`config.mk`:
```
export PLATFORM = sky130hd
export DESIGN_NAME = wishbone_board_ram_flat
export DESIGN_NICKNAME = d
export VERILOG_FILES = /design/src/rtl/wishbone_board_ram_if.sv /design/src/rtl/wishbone_board_ram.sv /design/src/flat_wrapper.sv
export SDC_FILE = /design/constraint.sdc
export NUM_CORES = 2
export LEC_CHECK = 0
export CAP_MARGIN = 25
export CORE_MARGIN = 2
export CORE_UTILIZATION = 40
export CTS_CLUSTER_SIZE = 30
export DETAILED_ROUTE_END_ITERATION = 16
export GPL_ROUTABILITY_DRIVEN = 0
export PLACE_DENSITY = 0.65
export SYNTH_ARGS = -nofsm -noshare
export SYNTH_HDL_FRONTEND = slang
export SYNTH_SLANG_ARGS = --single-unit
```
`constraint.sdc`:
```
create_clock -name clk -period 6.6 [get_ports clk]
set_input_delay 1.98 -clock clk [delete_from_list [all_inputs] [get_ports clk]]
set_output_delay 1.98 -clock clk [all_outputs]
set_load 0.1 [all_outputs]
```
`src/rtl/wishbone_board_ram_if.sv`:
```
// Shared Wishbone bus between the team's master and the board-state RAM.
// Carries an 8-bit address, 8-bit data, single-request handshake and stall.
interface wishbone_if;
   logic [7:0] adr_i;
   logic [7:0] dat_i;
   logic       we_i;
   logic       stb_i;
   logic       cyc_i;
   logic [7:0] dat_o;
   logic       ack_o;
   logic       stall_o;

   modport slave  (input  adr_i, dat_i, we_i, stb_i, cyc_i,
                   output dat_o, ack_o, stall_o);
   modport master (output adr_i, dat_i, we_i, stb_i, cyc_i,
                   input  dat_o, ack_o, stall_o);
endinterface

```
`src/rtl/wishbone_board_ram.sv`:
```
// Wishbone slave holding the 8-bit board state; one ack per request after WAIT_CYCLES wait states.
// Define BOARD_RAM_CLEAR_EN to zero the whole array after every reset before serving requests.
module wishbone_board_ram #(
   parameter int DEPTH       = 256,
   parameter int WAIT_CYCLES = 0
) (
   input logic       clk,
   input logic       rst,
   wishbone_if.slave wb_slave
);
   localparam int AW = (DEPTH > 1) ? $clog2(DEPTH) : 1;

`ifdef BOARD_RAM_CLEAR_EN
   typedef enum logic [1:0] {S_IDLE, S_WAIT, S_ACK, S_CLEAR} state_t;
   localparam state_t RESET_STATE = S_CLEAR;
   localparam logic   RESET_STALL = 1'b1;
   logic [7:0] clr_adr, clr_adr_d;
`else
   typedef enum logic [1:0] {S_IDLE, S_WAIT, S_ACK} state_t;
   localparam state_t RESET_STATE = S_IDLE;
   localparam logic   RESET_STALL = 1'b0;
`endif

   state_t     state, state_d;
   logic [3:0] wait_cnt, wait_cnt_d;
   logic [7:0] adr_q, dat_q;
   logic       we_q;
   logic       ack_q, stall_q, stall_d;
   logic [7:0] rdat_q;
   logic       accept, access;
   logic [7:0] acc_adr, acc_dat;
   logic       acc_we, acc_in_range;
   logic       mem_wr;
   logic [7:0] mem_wr_adr, mem_wr_dat;
   logic [7:0] mem [DEPTH];

   // NOTE: every signal gets a default at the top so no path through the case leaves one unassigned (no latches).
   always_comb begin
      state_d    = state;
      wait_cnt_d = wait_cnt;
      accept     = 1'b0;
      access     = 1'b0;
      acc_adr    = adr_q;
      acc_dat    = dat_q;
      acc_we     = we_q;
`ifdef BOARD_RAM_CLEAR_EN
      clr_adr_d  = clr_adr;
`endif
      case (state)
         S_IDLE: begin
            // With zero wait states the access happens on the accepting edge, so use the live bus.
            acc_adr = wb_slave.adr_i;
            acc_dat = wb_slave.dat_i;
            acc_we  = wb_slave.we_i;
            if (wb_slave.stb_i && wb_slave.cyc_i && !ack_q) begin
               accept = 1'b1;
               if (WAIT_CYCLES == 0) begin
                  state_d = S_ACK;
                  access  = 1'b1;
               end else begin
                  state_d    = S_WAIT;
                  wait_cnt_d = 4'(WAIT_CYCLES - 1);
               end
            end
         end
         S_WAIT: begin
            if (!wb_slave.cyc_i) begin
               state_d = S_IDLE;
            end else if (wait_cnt == 4'd0) begin
               state_d = S_ACK;
               access  = 1'b1;
            end else begin
               wait_cnt_d = wait_cnt - 4'd1;
            end
         end
         S_ACK: state_d = S_IDLE;
`ifdef BOARD_RAM_CLEAR_EN
         S_CLEAR: begin
            clr_adr_d = clr_adr + 8'd1;
            if (clr_adr == 8'(DEPTH - 1)) state_d = S_IDLE;
         end
`endif
         default: state_d = S_IDLE;
      endcase

      acc_in_range = int'(acc_adr) < DEPTH;
      mem_wr       = access && acc_we && acc_in_range;
      mem_wr_adr   = acc_adr;
      mem_wr_dat   = acc_dat;
      stall_d      = (state_d == S_WAIT);
`ifdef BOARD_RAM_CLEAR_EN
      if (state == S_CLEAR) begin
         mem_wr     = 1'b1;
         mem_wr_adr = clr_adr;
         mem_wr_dat = 8'h00;
      end
      stall_d = stall_d || (state_d == S_CLEAR);
`endif
   end

   // NOTE: the array has no reset branch on purpose; board contents must survive rst, only writes are blocked.
   always_ff @(posedge clk) begin
      if (!rst && mem_wr) mem[mem_wr_adr[AW-1:0]] <= mem_wr_dat;
   end

   // NOTE: state is updated with non-blocking assignments so every flop samples pre-edge values.
   always_ff @(posedge clk) begin
      if (rst) begin
         state    <= RESET_STATE;
         wait_cnt <= 4'd0;
         ack_q    <= 1'b0;
         stall_q  <= RESET_STALL;
         rdat_q   <= 8'h00;
         adr_q    <= 8'h00;
         dat_q    <= 8'h00;
         we_q     <= 1'b0;
`ifdef BOARD_RAM_CLEAR_EN
         clr_adr  <= 8'h00;
`endif
      end else begin
         state    <= state_d;
         wait_cnt <= wait_cnt_d;
         ack_q    <= (state_d == S_ACK);
         stall_q  <= stall_d;
`ifdef BOARD_RAM_CLEAR_EN
         clr_adr  <= clr_adr_d;
`endif
         if (accept) begin
            adr_q <= wb_slave.adr_i;
            dat_q <= wb_slave.dat_i;
            we_q  <= wb_slave.we_i;
         end
         // Reads past DEPTH return zero; dat_o is otherwise held until the next read completes.
         if (access && !acc_we) rdat_q <= acc_in_range ? mem[acc_adr[AW-1:0]] : 8'h00;
      end
   end

   assign wb_slave.dat_o   = rdat_q;
   assign wb_slave.ack_o   = ack_q;
   assign wb_slave.stall_o = stall_q;
endmodule

```
`src/flat_wrapper.sv`:
```
// flat-port wrapper written by rule: the top's interface ports become plain ports
module wishbone_board_ram_flat 
#(
   parameter int DEPTH       = 256,
   parameter int WAIT_CYCLES = 0
)
  (clk, rst, wb_slave_adr_i, wb_slave_dat_i, wb_slave_we_i, wb_slave_stb_i, wb_slave_cyc_i, wb_slave_dat_o, wb_slave_ack_o, wb_slave_stall_o);
  wishbone_if wb_slave_i ();
  input logic clk;
  input logic rst;
  input wire logic [$bits(wb_slave_i.adr_i)-1:0] wb_slave_adr_i;
  input wire logic [$bits(wb_slave_i.dat_i)-1:0] wb_slave_dat_i;
  input wire logic [$bits(wb_slave_i.we_i)-1:0] wb_slave_we_i;
  input wire logic [$bits(wb_slave_i.stb_i)-1:0] wb_slave_stb_i;
  input wire logic [$bits(wb_slave_i.cyc_i)-1:0] wb_slave_cyc_i;
  output wire logic [$bits(wb_slave_i.dat_o)-1:0] wb_slave_dat_o;
  output wire logic [$bits(wb_slave_i.ack_o)-1:0] wb_slave_ack_o;
  output wire logic [$bits(wb_slave_i.stall_o)-1:0] wb_slave_stall_o;
  assign wb_slave_i.adr_i = wb_slave_adr_i;
  assign wb_slave_i.dat_i = wb_slave_dat_i;
  assign wb_slave_i.we_i = wb_slave_we_i;
  assign wb_slave_i.stb_i = wb_slave_stb_i;
  assign wb_slave_i.cyc_i = wb_slave_cyc_i;
  assign wb_slave_dat_o = wb_slave_i.dat_o;
  assign wb_slave_ack_o = wb_slave_i.ack_o;
  assign wb_slave_stall_o = wb_slave_i.stall_o;
  wishbone_board_ram #(.DEPTH(DEPTH), .WAIT_CYCLES(WAIT_CYCLES)) u_core (.clk(clk), .rst(rst), .wb_slave(wb_slave_i));
endmodule
```
Word-level counts from Yosys, hierarchy flattened --
Memory sizes are Yosys's and may differ from the RTL's. A register that Yosys moved wholly into a read port is not among the register bits. Cells that the tools add are included.
Storage, ports and cells: register bits after elaboration 25, memory bits (writable) 2048, input bits 21, output and inout port bits 10, logic and storage cells 38, memories 1
Operators by class: $add $sub $neg 1, equality and inequality tests 3, muxes and demuxes 14, bitwise gates (word level) 1, reductions and logical operators 11
Memories:
- u_core.mem | words 256, bits a word 8, rd ports 1, clocked after memory_dff 1, wr ports 1, RTL line wishbone_board_ram.sv:35 | logic [7:0] mem [DEPTH];
Operators with widths (number):
- $mux W8 | 2
- $mux W1 | 7
- $mux W2 | 3
- $logic_and A1 B1 Y1 | 5
- $eq A2 B1 Y1 const B | 2
- $logic_not A4 Y1 | 1
- $pmux W2 S2 | 1
- $sub A4 B1 Y4 const B | 1
- $logic_not A1 Y1 | 3
- $reduce_and A3 Y1 | 1
- $eq A2 B2 Y1 const B | 1
- $logic_not A2 Y1 | 1
- $pmux W1 S2 | 1
- $not A1 Y1 | 1

Depth between registers and ports, before layout --
word-level depth 8, mapped depth 13, gate-level depth less buffers 9

Worst setup path after synthesis --
Ideal clock, no wire load.
kind input port to flip-flop, from in wb_slave_dat_i[0], to mem u_core.mem[0][0] (data pin), library setup time 823 ps, arrival time 5076 ps, required time 5777 ps, setup slack 701 ps, cell stages on the path 2, path buffers 0, cells stage by stage nand2_1 > nand2_1
On the way: cells in the longest elaborated chain, start to end 1
RTL lines:
- from (decl) | RTL line flat_wrapper.sv:12 | input wire logic [$bits(wb_slave_i.dat_i)-1:0] wb_slave_dat_i;
- $mux W8 | RTL line wishbone_board_ram.sv:49 | case (state)
- via u_core.acc_dat[0] | RTL line wishbone_board_ram.sv:31 | logic [7:0] acc_adr, acc_dat;
- to (decl) | RTL line wishbone_board_ram.sv:35
The timed path passes the listed nets, and every way through them passes these cells.

Worst setup path in the final report --
from in wb_slave_adr_i[0], to reg u_core.rdat_q[6] (netlist: u_core.wb_slave.dat_o[6]), read port of u_core.mem
On the way: cells in the longest elaborated chain, start to end 1
RTL lines:
- from (decl) | RTL line flat_wrapper.sv:11 | input wire logic [$bits(wb_slave_i.adr_i)-1:0] wb_slave_adr_i;
- $mux W8 | RTL line wishbone_board_ram.sv:49
- to (decl) | RTL line wishbone_board_ram.sv:29 | logic [7:0] rdat_q;
No other way between the ends. A chain may end at the register's enable or synchronous reset.

==> impl_metrics.csv <==
group,metric,value,unit
setup_path,end_kind,"flip-flop",
global_route,grt_pass1_wl,315000,um
timing,fin_setup_tns,0,ns
synthesis,synth-edff-count,2048,
synthesis,yosysSeqAreaShare,79.8,%
timing,worstMarginPinSlew,1.11,ns
setup_path,crit_buf_inv,3,
worst_hold_path,hp-class,"flip-flop to flip-flop",
synthesis,ys_seq_elements,2081,
floorplanning,initial_core_util,40.4,%
power_and_ir_drop,p_leak,27.3,nW
timing,finalCritPeriodShare,82.2,%
synthesis,syn_area,0.0779,sq mm
power_and_ir_drop,combPwrFrac,6.8,%
timing,setup_slack,1.18,ns
synthesis,synth_area_leaders,"edfxtp_1, a22oi_1, nand3_1, a222oi_1, nor2_1",
floorplanning,die_x,445,um
route,first_pass_iters,10,
timing,setup_viol_count_final,0,
synthesis,ys_async_sr_fraction,0,%
setup_path,crit_family,"compound AO/OA/AOI/OAI gates",
timing,max_freq,184,MHz
global_route,grt_max_degree,144,
final_layout,final_nets,4845,
power_and_ir_drop,p_clk_share,39.9,%
clock_tree,cts_tree,"done",
place,portBuffers,30,
setup_path,slowest_stage,"or4b_1",
setup_path,path_cells,"clkdlybuf4s50_1, or4b_1, o21ai_4, buf_12, buf_4, a22oi_1, and3_1, a311oi_1, a311oi_1, a31oi_1, nand3_1, a311oi_1",
synthesis,synthFlopType,"edfxtp_1",
synthesis,syn_avg_cell_area,16.8,sq um
route,viasPerCell,6.20,
final_layout,syn_to_final_growth,14.2,%
timing,slew_violations,0,
power_and_ir_drop,power_density,308,mW/mm^2
clock_tree,cts_setup_buffers,0,
power_and_ir_drop,switching_share,23.0,%
timing,holdWs,0.456,ns
global_route,antenna_found_initial,7,
clock_tree,hold_buffers,0,
final_layout,fillers,16200,
synthesis,postSynthCellCount,4630,
setup_path,crit_required,7.35,ns
route,finalWirelength,218000,um
timing,hold_viol,0,
clock_tree,htree_levels,4,
route,drt_iter0_markers,7818,
floorplanning,coreArea,0.193,sq mm
timing,rsz0062_at_grt,"false",
clock_tree,clock_latency,0.85,ns
clock_tree,cts_sinks,2081,
final_layout,drive_gt1_share,12.8,%
global_route,track_usage,21.5,%
clock_tree,cts_buffers,194,
route,detail_route.wl_per_cell,29.0,um
global_route,grt_pass1_vias,44700,
clock_tree,clk_pin_slew_worst_paths,0.06,ns
synthesis,yosysTopAreaCellShare,79.0,%
final_layout,layout_commonest_cell,"edfxtp_1",
place,dp_hpwl,129000,um
synthesis,synth_cell_type_count,61,
timing,slew_headroom,25.9,%
power_and_ir_drop,finalPower,27.4,mW
setup_path,crit_path_max_incr_delay,0.63,ns
worst_hold_path,min_path_cells,2,
setup_path,critPathLaunchType,"input port",
setup_path,critPathArrivalTime,6.17,ns
run_status,status,"completed",
floorplanning,die-area,0.198,sq mm
setup_path,worstSetupPathDepth,12,
power_and_ir_drop,power_frac_seq,53.3,%
floorplanning,die_height,445,um
floorplanning,rows,161,
power_and_ir_drop,power.switching,6.32,mW
worst_hold_path,hold_path_startpoint,"u_core.we_q",
setup_path,cpMostUsedCell,"a311oi_1",
timing,fin_worst_skew,0.0404,ns
clock_tree,clockBufferDepth,3,
synthesis,yosys.area.top_type,"edfxtp_1",
route,vias,46600,
setup_path,critPathKind,"input port to flip-flop",
job,maxCapViolCount,0,
setup_path,cp_max_fo,33,
synthesis,syn_nets,4652,
synthesis,synth_warnings,0,
setup_path,crit_path_start,"wb_slave_adr_i[0]",
timing,min_period,5.42,ns
clock_tree,ctsResizeCount,0,
global_route,grt.overflow.total,0,
floorplanning,io_pins,31,
setup_path,reg2reg_depth,9,
route,drc_errors,0,
power_and_ir_drop,ir_worst_vdd,0.292,mV
clock_tree,clockRootBuffer,"clkbuf_16",
setup_path,rrSetupSlack,2.08,ns
setup_path,r2r_start,"u_core.state[0]",
route,antenna_left,0,
power_and_ir_drop,internal_power,21.1,mW
final_layout,layout_common_cells,"edfxtp_1, a22oi_1, nand3_1",
place,preCtsSetupSlack,0.345,ns
## synth_stat cells (all sizes together), types with 54 or more instances
master,instances
a222oi,177
a221oi,96
nand2,230
nand4,54
a22o,96
buf,257
a21oi,136
nor3,60
nor2,250
a22oi,480
clkbuf,99
nand3,380
edfxtp,2048
## path summary, 6_finish.rpt
kind | end
hold / removal | u_core.we_q
setup reg to reg | u_core.wb_slave.dat_o[3]
hold reg to reg | u_core.we_q
setup / recovery | u_core.wb_slave.dat_o[6]
## cell type report
type                            count  area, sq um  share of cell area (%)
Antenna cell                        2         5.00                 0.00563
Timing Repair Buffer              353         3340                    3.76
Multi-Input combinational cell   2189        14000                    15.8
Tap cell                         2526         3160                    3.55
Sequential cell                  2081        62200                    69.9
Clock inverter                    111         1060                    1.19
Clock buffer                      251         5170                    5.81
Inverter                            4         15.0                  0.0169
## metal layers
layer	track usage (%)	vias up	routed length (um)
met5	0	-	27
met4	9.05	4	9060
met3	4.60	453	24600
met2	33.0	3021	100000
met1	29.7	23600	84000
li1	-	19600	-
## cell families (layout without fill, tap and decap cells)
family / count (synthesis) / count (layout) / share of synthesized area, %
multiplexers: 9 / 9 / 0.143
adder cells (fa/ha/maj): 1 / 1 / 0.0161
flip-flops: 2081 / 2081 / 79.8
other: 0 / 2 / 0
XOR/XNOR: 2 / 2 / 0.0225
AND/OR/NAND/NOR: 1019 / 1019 / 5.99
AO/OA/AOI/OAI: 1158 / 1158 / 11.6
buffers and inverters: 360 / 719 / 2.42
## worst min-delay path: cells and delay by family, from the launching register on
kind               cells  cell delay (ns)
DFF                    1             0.31
and+or+nand+nor        1             0.05
AOI/OAI and AO/OA      1             0.05
## power groups by stage
stage          registers, mW  clock network [mW]  logic (mW)
2_1_floorplan           15.0                   0       0.984
3_3_place_gp            14.9                   0        1.79
3_5_place_dp            14.9                   0        1.82
4_1_cts                 14.6                11.0        1.82
5_1_grt                 14.6                11.5        1.95
6_report                14.6                10.9        1.86
## through the flow
stage          instance area (sq um)  utilization, %  cells
6_report                       88900            46.1   7517
4_1_cts                        88800            46.0   7510
5_1_grt                        88900            46.1   7516
3_5_place_dp                   82600            42.8   7148
2_1_floorplan                  77900               -   4630
3_3_place_gp                   82600            42.8   7146
## sequential cells by signal, summed over array words and instances (netlist names), 2 cells and up
name / count
u_core.adr_q: 8
u_core.dat_q: 8
u_core.mem: 2048
u_core.state: 2
u_core.wait_cnt: 4
u_core.wb_slave.dat_o: 8
No activity file was read; power rests on OpenSTA's default activity.
